## src/rtl/cve2_pkg.sv

```systemverilog
// Shared types for the cve2 writeback slice: stage FSM encoding and the
// instruction record held between EX and the register file.
package cve2_pkg;

  typedef enum logic [1:0] {
    WB_IDLE = 2'd0,
    WB_FULL = 2'd1,
    WB_LOAD = 2'd2
  } wb_state_e;

  typedef struct packed {
    logic        we;
    logic [4:0]  waddr;
    logic [31:0] result;
  } wb_instr_t;

  localparam wb_instr_t WB_INSTR_RESET = '{we: 1'b0, waddr: 5'd0, result: 32'd0};

  // Writes to the upper half of the register file do not exist on RV32E.
  function automatic logic rv32e_illegal(input logic rv32e, input logic we,
                                         input logic [4:0] waddr);
    return rv32e & we & waddr[4];
  endfunction

endpackage

```

## src/rtl/cve2_wb_stage_if.sv

```systemverilog
// EX -> WB completion handshake. EX drives the instruction, WB answers
// with ready in the same cycle.
interface cve2_wb_stage_if;
  logic        ex_valid;
  logic        ex_rf_we;
  logic [4:0]  ex_rf_waddr;
  logic [31:0] ex_result;
  logic        ex_is_load;
  logic        wb_ready;

  modport master (
    output ex_valid, ex_rf_we, ex_rf_waddr, ex_result, ex_is_load,
    input  wb_ready
  );

  modport slave (
    input  ex_valid, ex_rf_we, ex_rf_waddr, ex_result, ex_is_load,
    output wb_ready
  );
endinterface

```

## src/rtl/cve2_wb_stage.sv

```systemverilog
// Writeback stage: one held instruction, written one cycle after accept;
// loads wait in WB_LOAD until the LSU response and write combinationally.
module cve2_wb_stage
  import cve2_pkg::*;
#(
  parameter bit RV32E = 1'b0
) (
  input  logic              clk_i,
  input  logic              rst_i,
  cve2_wb_stage_if.slave    ex_if,
  input  logic              flush_i,
  input  logic              lsu_resp_valid_i,
  input  logic [31:0]       lsu_rdata_i,
  input  logic              lsu_err_i,
  output logic              rf_we_o,
  output logic [4:0]        rf_waddr_o,
  output logic [31:0]       rf_wdata_o,
  output logic              load_pending_o,
  output logic [4:0]        load_waddr_o,
  output logic              load_err_o,
  output logic              waddr_illegal_o,
  output logic              instr_retired_o
);

  wb_state_e state_q, state_d;
  wb_instr_t instr_q, instr_d;

  logic wb_ready;
  logic accept;
  logic load_done;
  logic retire;
  logic rv32e_bad;
  logic we_ok;

  assign wb_ready    = (state_q != WB_LOAD) | lsu_resp_valid_i;
  assign ex_if.wb_ready = wb_ready;
  assign accept      = ex_if.ex_valid & wb_ready & ~flush_i;
  assign load_done   = (state_q == WB_LOAD) & lsu_resp_valid_i;
  assign retire      = (state_q == WB_FULL) | load_done;
  assign rv32e_bad   = rv32e_illegal(RV32E, instr_q.we, instr_q.waddr);
  assign we_ok       = instr_q.we & (instr_q.waddr != 5'd0) & ~rv32e_bad;

  always_ff @(posedge clk_i or posedge rst_i) begin
    if (rst_i) begin
      state_q <= WB_IDLE;
      instr_q <= WB_INSTR_RESET;
    end else begin
      state_q <= state_d;
      instr_q <= instr_d;
    end
  end

  // A pending load only leaves WB_LOAD on its response; once it has, the
  // stage behaves exactly as if it were free this cycle.
  always_comb begin
    state_d = state_q;
    instr_d = instr_q;
    if (accept) begin
      state_d = ex_if.ex_is_load ? WB_LOAD : WB_FULL;
      instr_d = '{we: ex_if.ex_rf_we, waddr: ex_if.ex_rf_waddr, result: ex_if.ex_result};
    end else if ((state_q != WB_LOAD) || lsu_resp_valid_i) begin
      state_d = WB_IDLE;
    end
  end

  always_comb begin
    rf_we_o    = 1'b0;
    rf_waddr_o = 5'd0;
    rf_wdata_o = 32'd0;
    if (state_q == WB_FULL) begin
      rf_we_o = we_ok;
    end else if (load_done) begin
      rf_we_o = we_ok & ~lsu_err_i;
    end
    if (rf_we_o) begin
      rf_waddr_o = instr_q.waddr;
      rf_wdata_o = load_done ? lsu_rdata_i : instr_q.result;
    end
  end

  assign load_pending_o  = (state_q == WB_LOAD) & ~lsu_resp_valid_i;
  assign load_waddr_o    = load_pending_o ? instr_q.waddr : 5'd0;
  assign load_err_o      = load_done & lsu_err_i;
  assign waddr_illegal_o = retire & rv32e_bad;
  assign instr_retired_o = retire;

`ifndef SYNTHESIS
  // A reset that drops an outstanding load leaves one response in flight on
  // the bus; that single stray response is legal and ignored.
  logic orphan_resp_q;

  always_ff @(posedge clk_i or posedge rst_i) begin
    if (rst_i) begin
      orphan_resp_q <= orphan_resp_q | (state_q == WB_LOAD);
    end else if (lsu_resp_valid_i && (state_q != WB_LOAD)) begin
      orphan_resp_q <= 1'b0;
    end
  end

  a_resp_only_in_load : assert property (
    @(posedge clk_i) disable iff (rst_i)
    (lsu_resp_valid_i && (state_q != WB_LOAD)) |-> orphan_resp_q
  );
`endif

endmodule

```

## src/flat_wrapper.sv

```systemverilog
// flat-port wrapper written by rule: the top's interface ports become plain ports
module cve2_wb_stage_flat import cve2_pkg::*;
#(
  parameter bit RV32E = 1'b0
)
  (clk_i, rst_i, flush_i, lsu_resp_valid_i, lsu_rdata_i, lsu_err_i, rf_we_o, rf_waddr_o, rf_wdata_o, load_pending_o, load_waddr_o, load_err_o, waddr_illegal_o, instr_retired_o, ex_if_ex_valid, ex_if_ex_rf_we, ex_if_ex_rf_waddr, ex_if_ex_result, ex_if_ex_is_load, ex_if_wb_ready);
  cve2_wb_stage_if ex_if_i ();
  input  logic clk_i;
  input  logic rst_i;
  input  logic flush_i;
  input  logic lsu_resp_valid_i;
  input  logic [31:0] lsu_rdata_i;
  input  logic lsu_err_i;
  output logic rf_we_o;
  output logic [4:0] rf_waddr_o;
  output logic [31:0] rf_wdata_o;
  output logic load_pending_o;
  output logic [4:0] load_waddr_o;
  output logic load_err_o;
  output logic waddr_illegal_o;
  output logic instr_retired_o;
  input wire logic [$bits(ex_if_i.ex_valid)-1:0] ex_if_ex_valid;
  input wire logic [$bits(ex_if_i.ex_rf_we)-1:0] ex_if_ex_rf_we;
  input wire logic [$bits(ex_if_i.ex_rf_waddr)-1:0] ex_if_ex_rf_waddr;
  input wire logic [$bits(ex_if_i.ex_result)-1:0] ex_if_ex_result;
  input wire logic [$bits(ex_if_i.ex_is_load)-1:0] ex_if_ex_is_load;
  output wire logic [$bits(ex_if_i.wb_ready)-1:0] ex_if_wb_ready;
  assign ex_if_i.ex_valid = ex_if_ex_valid;
  assign ex_if_i.ex_rf_we = ex_if_ex_rf_we;
  assign ex_if_i.ex_rf_waddr = ex_if_ex_rf_waddr;
  assign ex_if_i.ex_result = ex_if_ex_result;
  assign ex_if_i.ex_is_load = ex_if_ex_is_load;
  assign ex_if_wb_ready = ex_if_i.wb_ready;
  cve2_wb_stage #(.RV32E(RV32E)) u_core (.clk_i(clk_i), .rst_i(rst_i), .ex_if(ex_if_i), .flush_i(flush_i), .lsu_resp_valid_i(lsu_resp_valid_i), .lsu_rdata_i(lsu_rdata_i), .lsu_err_i(lsu_err_i), .rf_we_o(rf_we_o), .rf_waddr_o(rf_waddr_o), .rf_wdata_o(rf_wdata_o), .load_pending_o(load_pending_o), .load_waddr_o(load_waddr_o), .load_err_o(load_err_o), .waddr_illegal_o(waddr_illegal_o), .instr_retired_o(instr_retired_o));
endmodule
```

## config.mk

```make
export PLATFORM = sky130hd
export DESIGN_NAME = cve2_wb_stage_flat
export DESIGN_NICKNAME = d
export VERILOG_FILES = /design/src/rtl/cve2_pkg.sv /design/src/rtl/cve2_wb_stage_if.sv /design/src/rtl/cve2_wb_stage.sv /design/src/flat_wrapper.sv
export SDC_FILE = /design/constraint.sdc
export NUM_CORES = 1
export LEC_CHECK = 0
export BUFFER_PORTS_ARGS = -buffer_cell sky130_fd_sc_hd__buf_2
export CORE_ASPECT_RATIO = 1.5
export CORE_UTILIZATION = 46
export CTS_BUF_LIST = sky130_fd_sc_hd__clkbuf_8
export DETAILED_ROUTE_END_ITERATION = 8
export GPL_ROUTABILITY_DRIVEN = 0
export PLACE_DENSITY = 0.82
export SLEW_MARGIN = 20
export SYNTH_ARGS = -nofsm -noshare
export SYNTH_HDL_FRONTEND = slang
export SYNTH_SLANG_ARGS = --single-unit
export TNS_END_PERCENT = 10
```

## constraint.sdc

```tcl
create_clock -name clk_i -period 2 [get_ports clk_i]
set_clock_uncertainty 0.15 [all_clocks]
set_input_delay 0.2 -clock clk_i [delete_from_list [all_inputs] [get_ports clk_i]]
set_output_delay 0.2 -clock clk_i [all_outputs]
set_load 0.02 [all_outputs]
```

==> reports/qor.yml <==
status: "finished with violations"
violations: "negative setup slack"
placed_area_mm2: 0.00296
area_growth_pct: 59.8
ioPinCount: 125
avgSynthCellArea_um2: 11.8
cp.depth: 5
fillers: 302
worstSetupPathType: "reg2out"
synth_top_family_by_area: "multiplexers"
slew_viol_final: 0
rr_startpoint: "u_core.state_q[0]"
synth_seq_area_share_pct: 44.2
worst_pin_slew_ps: 510
cp_cell_sequence: "or4_4 > nor2_4 > buf_12 > nor3_1 > buf_2"
clock_latency_ps: 280
ff2ff_setup_slack_ps: 290
synth_area_leaders: "dfrtp_1 (44%), mux2_2 (14%), mux2i_1 (14%), nor3_2 (6.2%), mux2_1 (4.5%)"
synth_xor_area_share_pct: 0
grt_util_met3_pct: 3.69
cp_slowest_cell: "or4_4"
fp.dieW_um: 59.3
post_layout_nonfiller_instances: 422
root_buffer: "clkbuf_8"
first_global_vias: 2215
clkSlewWorstSetupHoldPaths_ps: 80
drtIter0Drc: 65
rsz0062_at_grt: "yes"
cp-start-kind: "flop"
synth_nets: 269
yosys.area.top_type: "dfrtp_1"
vias: 2138
synthAdderAreaFrac_pct: 0
synth-simple-area-share_pct: 15.3
cts_tree: "yes"
final_cell_mix: "buf_2 (103), dfrtp_1 (40), dlygate4sd3_1 (39)"
busiest_layer: "met2"
holdPathStages: 2
setup_ws_ps: -173
peakVddDrop_mv: 0.499
via_per_inst: 5.07
hp-start: "ex_if_ex_result[6]"
finalInstanceArea_mm2: 0.00362
synth_area_mm2: 0.00226
final_common_cell: "buf_2"
portBuffers: 123
place_ws_ps: 24.9
synth_cells: 192
drc: 0
synth_top_area_share_pct: 44.2
p_leak_nw: 1.91
ys_ff_latch: 40
start_util_pct: 49.0
synth_flop_cell: "dfrtp_1"
drt_wl_total_um: 6740
powerDensity_mw_per_mm2: 629
fin_hold_ws_ps: 15.9
synthArstFlopShare_pct: 100
slowest_delay_ps: 540
setup_viol_count_final: 35
cp-startpoint: "u_core.instr_q[32]"
min_period_over_period_pct: 109
die_y_um: 87.9
grt_max_degree: 41
place_hpwl_um: 4190
synth_cell_types: 20
synth_edf_count: 0
synth_compound_area_share_pct: 0.608
placed_cells: 372
overflow: 0
antenna_cells_inserted: 0
worstPathArrival_ps: 1820
min_path_type: "in2reg"
hold_violations: 0
synthMuxAreaShare_pct: 33.1
rows: 30
cts_buffers: 5
coreArea_mm2: 0.00462
worst_r2r_path_depth: 5
synth_warnings: 0
grt_pass1_wl_um: 9990
drv_cap: 0
cts_max_level: 2
end_kind: "output port"
use_met1_pct: 25.4
max_freq_mhz: 460
post-route-min-period_ps: 2170
worst_ep_required_time_ps: 1650
clock_sinks: 40
critPathTopFamily: "simple AND/OR/NAND/NOR gates"
die-area_mm2: 0.00521
nets: 435
drtAntennaViolNets: 0
grt_usage_pct: 26.1
cts_buffer_depth: 2
crit_buf_inv: 2
critPathMaxFanout: 22
wl_per_cell_um: 16.0
drive_gt1_share_pct: 56.1
p_total_mw: 2.28
relSlewSlack_pct: 66.0
dr.pass1.iters: 4
grt_use_met2_pct: 52.1
antenna_found_initial: 0
-- kinds of logic (layout without fill, tap and decap cells) --
group / count (synthesis) / after routing
mux: 70 / 70
simple gates: 53 / 53
flops: 40 / 40
buf+inv: 26 / 192
compound gates: 2 / 2
other cells: 1 / 1
-- path summary, 6_finish.rpt --
| check | end |
|---|---|
| min in group asynchronous | u_core.instr_q[13] |
| hold reg to reg | u_core.instr_q[30] |
| max in group asynchronous | u_core.instr_q[30] |
| setup / recovery | rf_wdata_o[16] |
| hold / removal | u_core.instr_q[6] |
| setup reg to reg | u_core.instr_q[29] |
-- sequential cells by signal, summed over array words and instances (netlist names) --
register and flops:
u_core.instr_q 38, u_core.state_q 2
-- per-stage QoR --
stage               util, %  setup TNS [ps]
global route           78.3           -7350
finish                 78.3           -4710
floorplan                 -               0
global placement       64.2               0
CTS                    76.6           -4510
detailed placement     64.2               0
-- cells in the mapped netlist, types with 2 or more instances --
cell type,n
nand3b_1,3
inv_1,10
buf_4,3
mux2i_1,32
dfrtp_1,40
nor3_1,18
buf_2,9
nor3b_2,2
mux2_2,29
buf_6,4
nor2_1,12
mux2_1,9
nor3_2,14
-- power by group --
| part | internal (mW) | total (mW) | switching, mW |
|---|---|---|---|
| sequential | 0.941 | 1.02 | 0.0800 |
| combinational | 0.358 | 0.671 | 0.313 |
| clock | 0.308 | 0.583 | 0.276 |
| total | 1.61 | 2.28 | 0.669 |
-- metal layers --
layer | vias up | wire, um
met2 | 78 | 3970
met5 | - | 0
li1 | 1002 | -
met4 | 0 | 140
met1 | 1046 | 2360
met3 | 12 | 270
-- layout make-up --
class                           instances  area (um^2)  area share [%]
Timing Repair Buffer                  175         1210            33.6
Multi-Input combinational cell        126         1190            32.8
Sequential cell                        40         1000            27.7
Clock buffer                            7         96.3            2.66
Tap cell                               64         80.1            2.21
Inverter                               10         37.5            1.04
-- repair_timing --
| item | in CTS | in global routing |
|---|---|---|
| buffers inserted | 4 | 0 |
| gates resized for setup | 15 | 25 |
| endpoints found under the hold margin | 78 | 0 |
| endpoints found under the setup margin | 38 | 43 |
| pin swaps | 2 | 2 |
| hold buffers | 39 | 0 |
No activity file was read; power rests on OpenSTA's default activity.
